`src/rtl/instr_enc_pkg.sv`:
```
// Shared types, field constants and the instruction encoder for the loader.
// ENC_ILLEGAL_CHECK_EN selects NOP substitution for illegal kinds.
package instr_enc_pkg;

    typedef enum logic [2:0] {
        K_DP_IMM = 3'b000,
        K_DP_REG = 3'b001,
        K_LDR    = 3'b010,
        K_STR    = 3'b011,
        K_B      = 3'b100
    } kind_t;

    localparam logic [1:0]  OP_DP     = 2'b00;
    localparam logic [1:0]  OP_MEM    = 2'b01;
    localparam logic [1:0]  OP_B      = 2'b10;
    localparam logic [5:0]  FUNCT_LDR = 6'b011001;
    localparam logic [5:0]  FUNCT_STR = 6'b011000;
    localparam logic [1:0]  FUNCT_B   = 2'b10;
    localparam logic [27:0] NOP_BODY  = 28'h1A00000;

    function automatic logic [31:0] encode(
        input logic [2:0]  kind,
        input logic [3:0]  cond,
        input logic [3:0]  cmd,
        input logic        s,
        input logic [3:0]  rn,
        input logic [3:0]  rd,
        input logic [11:0] src2,
        input logic [23:0] imm24
    );
        logic [31:0] w;
        case (kind)
            K_DP_IMM: w = {cond, OP_DP, 1'b1, cmd, s, rn, rd, src2};
            K_DP_REG: w = {cond, OP_DP, 1'b0, cmd, s, rn, rd, src2};
            K_LDR:    w = {cond, OP_MEM, FUNCT_LDR, rn, rd, src2};
            K_STR:    w = {cond, OP_MEM, FUNCT_STR, rn, rd, src2};
            K_B:      w = {cond, OP_B, FUNCT_B, imm24};
`ifdef ENC_ILLEGAL_CHECK_EN
            default:  w = {cond, NOP_BODY};
`else
            default:  w = {cond, 28'h0};
`endif
        endcase
        return w;
    endfunction

endpackage

```
`src/rtl/enc_fifo.sv`:
```
// Synchronous FIFO for encoded words; flush empties it on the next edge.
module enc_fifo #(
    parameter int DEPTH = 4,
    parameter int W     = 33
) (
    input  logic         clk,
    input  logic         reset,
    input  logic         push_i,
    input  logic         pop_i,
    input  logic         flush_i,
    input  logic [W-1:0] wdata_i,
    output logic [W-1:0] rdata_o,
    output logic         full_o,
    output logic         empty_o
);
    localparam int AW = $clog2(DEPTH);
    localparam int CW = AW + 1;

    logic [W-1:0]  mem_q [DEPTH];
    logic [AW-1:0] wr_ptr_q, rd_ptr_q;
    logic [CW-1:0] count_q;
    logic          do_push, do_pop;

    assign full_o  = (count_q == CW'(DEPTH));
    assign empty_o = (count_q == '0);
    assign rdata_o = mem_q[rd_ptr_q];
    // A pop frees the slot the push needs, so push-on-full is legal alongside a pop.
    assign do_push = push_i && (!full_o || pop_i);
    assign do_pop  = pop_i && !empty_o;

    always_ff @(posedge clk) begin
        if (do_push && !reset && !flush_i) mem_q[wr_ptr_q] <= wdata_i;
    end

    always_ff @(posedge clk) begin
        if (reset || flush_i) begin
            wr_ptr_q <= '0;
            rd_ptr_q <= '0;
            count_q  <= '0;
        end else begin
            if (do_push) wr_ptr_q <= wr_ptr_q + AW'(1);
            if (do_pop)  rd_ptr_q <= rd_ptr_q + AW'(1);
            if (do_push && !do_pop)      count_q <= count_q + CW'(1);
            else if (do_pop && !do_push) count_q <= count_q - CW'(1);
        end
    end

endmodule

```
`src/rtl/instr_encoder_loader.sv`:
```
// Encodes instruction fields and writes them to consecutive imem words per session.
// ENC_ILLEGAL_CHECK_EN enables the illegal-kind pulse and NOP substitution.
module instr_encoder_loader
    import instr_enc_pkg::*;
#(
    parameter int          FIFO_DEPTH = 4,
    parameter logic [31:0] BASE_ADDR  = 32'h0000_0000,
    parameter int          MEM_WORDS  = 64
) (
    input  logic        clk,
    input  logic        reset,
    input  logic        start,
    input  logic        in_valid,
    output logic        in_ready,
    input  logic        in_last,
    input  logic [2:0]  in_kind,
    input  logic [3:0]  in_cond,
    input  logic [3:0]  in_cmd,
    input  logic        in_s,
    input  logic [3:0]  in_rn,
    input  logic [3:0]  in_rd,
    input  logic [11:0] in_src2,
    input  logic [23:0] in_imm24,
    output logic        imem_we,
    output logic [31:0] imem_addr,
    output logic [31:0] imem_wdata,
    output logic        busy,
    output logic        done,
    output logic        overflow,
    output logic        illegal
);
    typedef enum logic [2:0] {S_IDLE, S_RUN, S_DRAIN, S_DONE, S_ERR} state_t;
    localparam int IW = $clog2(MEM_WORDS) + 1;

    state_t        state_q, state_d;
    logic [IW-1:0] widx_q, widx_d;
    logic          ovf_q, ovf_d;
    logic          accept, fifo_pop, fifo_flush, fifo_full, fifo_empty;
    logic [32:0]   fifo_rdata;

    assign accept   = in_valid && in_ready;
    assign in_ready = (state_q == S_RUN) && !fifo_full;
    assign busy     = (state_q != S_IDLE);
    assign overflow = ovf_q;

`ifdef ENC_ILLEGAL_CHECK_EN
    assign illegal = accept && (in_kind > 3'd4);
`else
    assign illegal = 1'b0;
`endif

    enc_fifo #(.DEPTH(FIFO_DEPTH), .W(33)) u_fifo (
        .clk     (clk),
        .reset   (reset),
        .push_i  (accept),
        .pop_i   (fifo_pop),
        .flush_i (fifo_flush),
        .wdata_i ({encode(in_kind, in_cond, in_cmd, in_s, in_rn, in_rd, in_src2, in_imm24), in_last}),
        .rdata_o (fifo_rdata),
        .full_o  (fifo_full),
        .empty_o (fifo_empty)
    );

    always_comb begin
        state_d    = state_q;
        widx_d     = widx_q;
        ovf_d      = ovf_q;
        fifo_pop   = 1'b0;
        fifo_flush = 1'b0;
        imem_we    = 1'b0;
        imem_addr  = '0;
        imem_wdata = '0;
        done       = 1'b0;
        case (state_q)
            S_IDLE: if (start) begin
                state_d = S_RUN;
                widx_d  = '0;
                ovf_d   = 1'b0;
            end
            S_RUN, S_DRAIN: begin
                if (state_q == S_RUN && accept && in_last) state_d = S_DRAIN;
                if (!fifo_empty) begin
                    // The counter parks at MEM_WORDS; the next pop aborts instead of wrapping.
                    if (widx_q >= IW'(MEM_WORDS)) begin
                        ovf_d      = 1'b1;
                        fifo_flush = 1'b1;
                        state_d    = S_ERR;
                    end else begin
                        fifo_pop   = 1'b1;
                        imem_we    = 1'b1;
                        imem_addr  = BASE_ADDR + (32'(widx_q) << 2);
                        imem_wdata = fifo_rdata[32:1];
                        widx_d     = widx_q + IW'(1);
                        if (fifo_rdata[0]) state_d = S_DONE;
                    end
                end
            end
            S_DONE: begin
                done    = 1'b1;
                state_d = S_IDLE;
            end
            default: state_d = S_IDLE;
        endcase
    end

    always_ff @(posedge clk) begin
        if (reset) begin
            state_q <= S_IDLE;
            widx_q  <= '0;
            ovf_q   <= 1'b0;
        end else begin
            state_q <= state_d;
            widx_q  <= widx_d;
            ovf_q   <= ovf_d;
        end
    end

endmodule

```
`config.mk`:
```
export PLATFORM = sky130hd
export DESIGN_NAME = instr_encoder_loader
export DESIGN_NICKNAME = d
export VERILOG_FILES = /design/src/rtl/instr_enc_pkg.sv /design/src/rtl/enc_fifo.sv /design/src/rtl/instr_encoder_loader.sv
export SDC_FILE = /design/constraint.sdc
export NUM_CORES = 1
export LEC_CHECK = 0
export CAP_MARGIN = 20
export CELL_PAD_IN_SITES_DETAIL_PLACEMENT = 0
export CELL_PAD_IN_SITES_GLOBAL_PLACEMENT = 2
export CORE_MARGIN = 2
export CORE_UTILIZATION = 36
export CTS_CLUSTER_SIZE = 25
export DETAILED_ROUTE_END_ITERATION = 8
export PLACE_DENSITY = 0.83
export REMOVE_ABC_BUFFERS = 1
export SLEW_MARGIN = 25
export SYNTH_ARGS = -nofsm -noshare
export SYNTH_HDL_FRONTEND = slang
export SYNTH_SLANG_ARGS = --single-unit
export TNS_END_PERCENT = 30
```
`constraint.sdc`:
```
create_clock -name clk -period 3.5 [get_ports clk]
set_clock_uncertainty 0.2 [all_clocks]
set_input_delay 0.525 -clock clk [delete_from_list [all_inputs] [get_ports clk]]
set_output_delay 0.525 -clock clk [all_outputs]
set_load 0.02 [all_outputs]
```
==> summary.txt <==
Run status
  • Run status: complete, no violations

Synthesis
  • Synth area leaders: sky130_fd_sc_hd__edfxtp_1 60%, sky130_fd_sc_hd__mux4_2 11%, sky130_fd_sc_hd__dfxtp_1 6.1%
  • Biggest area consumer among synthesized cells: sky130_fd_sc_hd__edfxtp_1
  • Most used DFF post-synth: sky130_fd_sc_hd__edfxtp_1
  • Proportion of synthesized chip area in sequential cells: 0.661
  • Number of flops mapped to enable cells by yosys: 132
  • Total standard cell area after synthesis: 6600 um^2
  • FF+latch count, synth: 152
  • Ys async rst share: 0
  • Count of yosys warnings during synthesis: 0
  • Number of distinct library cells after synthesis: 39
  • Fraction of synthesized cell area taken by the top area cell type: 0.600
  • Mean area per synthesized cell: 14.7 um^2
  • Mapped Cells: 448

CTS
  • TritonCTS Buffers: 17
  • Cell at the root of the clock tree: sky130_fd_sc_hd__clkbuf_16
  • Number of H-tree levels: 4
  • Clock sinks: 152
  • CTS tree: yes
  • Source-to-sink clock delay at the later pin of the worst-skew pair: 410 ps
  • Post-CTS Hold Fix Bufs: 0
  • Buffer depth of the longest clock path: 2
  • # Post-CTS Setup Buffers: 0
  • CTS clock-pin slew for the worst setup and hold paths: 60 ps
  • CTS-repair resized insts: 0

Finish
  • Final cell count without fillers: roughly 800
  • Area growth from synthesis to layout: 28.5%
  • Fillers: 1570
  • Share of layout cells above drive strength 1: 0.159
  • Total number of nets in the final design: 629
  • Total inserted antenna cells: 0

Placement
  • Count of placed standard cells including taps: 770
  • Number of input and output port buffers inserted: just over 100
  • Placer Congestion: 0.725
  • Half-perimeter wire length after detailed placement: 8.65 mm
  • Worst setup timing slack at the placement stage: 475 ps

STA
  • Setup tns final: 0 ps
  • Final hold vios: 0
  • Minimum hold slack: between 200 and 300 ps
  • Crit path setup slack, layout: 196 ps
  • Achievable Freq: 303 MHz
  • Fin. max-slew vios: 0
  • Minimum clock period after layout: 3300 ps
  • Period Utilization, post-route: 0.944
  • Relative slew slack: 0.555
  • Unrepaired setup endpoints after global routing: no
  • Endpoints failing setup: 0
  • Slew of the pin with the lowest slew margin: 668 ps

Worst setup path
  • Cell breakdown of the critical path: xnor2_1, or4_1, inv_2, buf_6, and2_1, clkdlybuf4s50_1
  • Setup slack, reg-to-reg: ~990 ps
  • Worst reg2reg path startpoint: u_fifo.count_q[0]
  • Max incr delay on CP: 600 ps
  • Destination of the worst register-to-register timing path: u_fifo.mem_q[2][12]
  • Slowest-stage cell, CP: sky130_fd_sc_hd__clkdlybuf4s50_1
  • Arr. time, crit path: 2580 ps
  • Crit Path Class: register to output pin
  • Startpoint kind of the worst setup timing path: register
  • Worst-path fanout max: 19
  • Worst path required time: 2770 ps
  • Worst-case reg-to-reg path depth: 5
  • Critical path startpoint: state_q[1]
  • Critical path's top delay family: buffers and inverters
  • Worst Path Buf+Inv: 3
  • Crit end category: output pin

Detailed routing
  • Met2 Wirelength: 6.16 mm
  • Post-Route WL: 12.8 mm
  • Number of optimization iterations in the first detailed-route pass: 4
  • Total vias in the final route: 3818
  • Iteration-0 DRC Markers: 156
  • Number of remaining DRC errors: 0
  • Routed via count divided by cell count: 4.76
  • Routed length per instance: between 15 and 20 um
  • Antenna-violating nets left: 0
  • Met3 Routed Length: 757 um
  • Met1 Wirelength: 5.78 mm
  • Top metal layer carrying routed signals: met4

Global route
  • Wire length of the first global-routing pass: 20.4 mm
  • Vias in the first global route: 3874
  • Antenna violations before repair: 0
  • Pin count of the biggest net entering global routing: 31
  • Aggregate global-route resource usage: 0.138
  • Final global-route overflow total: 0

Die
  • Number of placed I/O pins: 131
  • Area of the die: 19400 um^2
  • Chip height: roughly 140 um
  • Std-Cell Core Area: 18000 um^2
  • Floorplan die width: roughly 140 um
  • Placement row count: 49
  • Starting density of the core: 0.368

Min path
  • Capture endpoint of the worst hold path: overflow
  • Launch point of the worst hold path: overflow
  • Type of the most critical hold path: register to register
  • Number of stages on the worst hold path: 2

Job
  • Max Cap Violations: 0

Pwr
  • Total power per unit cell area: 569 nW/um^2
  • Leak pwr: 2.92 nW
  • Maximum VDD drop: 0.000352 V
cells in the final DEF, fill, tap and decap left out, drive strengths merged, types with 2 or more instances in the layout:
cell type      instances
a21oi                  9
a31oi                  2
and2                  41
and3                   2
buf                   16
bufinv                 3
clkbuf                18
clkdlybuf4s50        100
clkinv                 4
clkinvlp               4
conb                  27
dfxtp                 20
edfxtp               132
ha                     7
inv                   34
mux2i                  3
mux4                  33
nand2                 12
nand3                 23
nor2                  22
nor2b                  5
nor3                   3
o21ai                 25
o31ai                  2
or3                    6
xnor2                  4
xor2                   2
worst max-delay path by stage:
stage	to	slack, ps	cells after the start
after CTS	imem_addr[5]	10	6
final	imem_addr[5]	200	6
after global placement	imem_addr[6]	500	6
after global routing	imem_wdata[31]	30	6
after floorplan	imem_wdata[0]	420	2
after detailed placement	imem_addr[5]	480	6
registers in the layout, indices dropped and copies added, names as in the netlist, named ones only:
signal           count
overflow             1
u_fifo.wr_ptr_q      2
widx_q               7
u_fifo.rd_ptr_q      2
u_fifo.mem_q       132
state_q              3
u_fifo.count_q       3
cells in the mapped netlist, types with 2 or more instances:
cell,instances
sky130_fd_sc_hd__inv_1,31
sky130_fd_sc_hd__clkbuf_1,14
sky130_fd_sc_hd__and3_1,2
sky130_fd_sc_hd__a21oi_1,9
sky130_fd_sc_hd__buf_2,4
sky130_fd_sc_hd__nor2_1,22
sky130_fd_sc_hd__and2_1,41
sky130_fd_sc_hd__nand3_1,23
sky130_fd_sc_hd__mux4_2,33
sky130_fd_sc_hd__nand2_1,12
sky130_fd_sc_hd__dfxtp_1,20
sky130_fd_sc_hd__buf_1,2
sky130_fd_sc_hd__o31ai_1,2
sky130_fd_sc_hd__o21ai_0,25
sky130_fd_sc_hd__nor2b_1,5
sky130_fd_sc_hd__ha_1,7
sky130_fd_sc_hd__a31oi_1,2
sky130_fd_sc_hd__nor3_1,3
sky130_fd_sc_hd__mux2i_1,3
sky130_fd_sc_hd__or3_1,6
sky130_fd_sc_hd__buf_4,29
sky130_fd_sc_hd__edfxtp_1,132
sky130_fd_sc_hd__xnor2_1,4
sky130_fd_sc_hd__xor2_1,2
worst min-delay path, stage by stage (launching register included):
cell,delay [ps]
sky130_fd_sc_hd__dfxtp_1,310
sky130_fd_sc_hd__nand2_1,50
sky130_fd_sc_hd__a21oi_1,50
power by group:
group | leakage (nW) | switching [mW] | internal, mW
clock network | 0.281 | 0.702 | 1.12
registers | 1.37 | 0.0420 | 2.03
logic | 1.28 | 0.463 | 0.463
final cells by class:
| type | instances | area (um^2) | share of cell area |
|---|---|---|---|
| clock inverter | 14 | 173 | 0.0203 |
| timing repair buffer | 117 | 1190 | 0.140 |
| multi-input combinational | 241 | 1930 | 0.227 |
| sequential | 152 | 4370 | 0.515 |
| tap | 229 | 287 | 0.0338 |
| inverter | 31 | 116 | 0.0137 |
| clock buffer | 18 | 429 | 0.0506 |
through the flow:
stage | total power [mW] | util | cell area (um^2)
floorplan | 2.67 | - | 6400
CTS | 4.88 | 0.472 | 8480
detailed placement | 3.05 | 0.438 | 7870
finish | 4.83 | 0.472 | 8490
global placement | 3.03 | 0.438 | 7870
global route | 5.05 | 0.472 | 8490
cells by family (layout without fill, tap and decap cells):
family | Yosys count | after routing | share of synthesized area
AND/OR/NAND/NOR | 122 | 122 | 0.0993
XOR/XNOR | 6 | 6 | 0.00796
AO/OA/AOI/OAI | 42 | 42 | 0.0345
buffers and inverters | 81 | 180 | 0.0635
other | 1 | 27 | 0.000568
multiplexers | 36 | 36 | 0.117
flip-flops | 152 | 152 | 0.661
adder cells (fa/ha/maj) | 8 | 8 | 0.0163
layer usage:
layer	GRT usage	vias to the layer above
met3	0.0427	11
li1	-	1814
met4	0.0399	0
met5	0	-
met1	0.181	1865
met2	0.222	128
No activity file was read; power rests on OpenSTA's default activity.
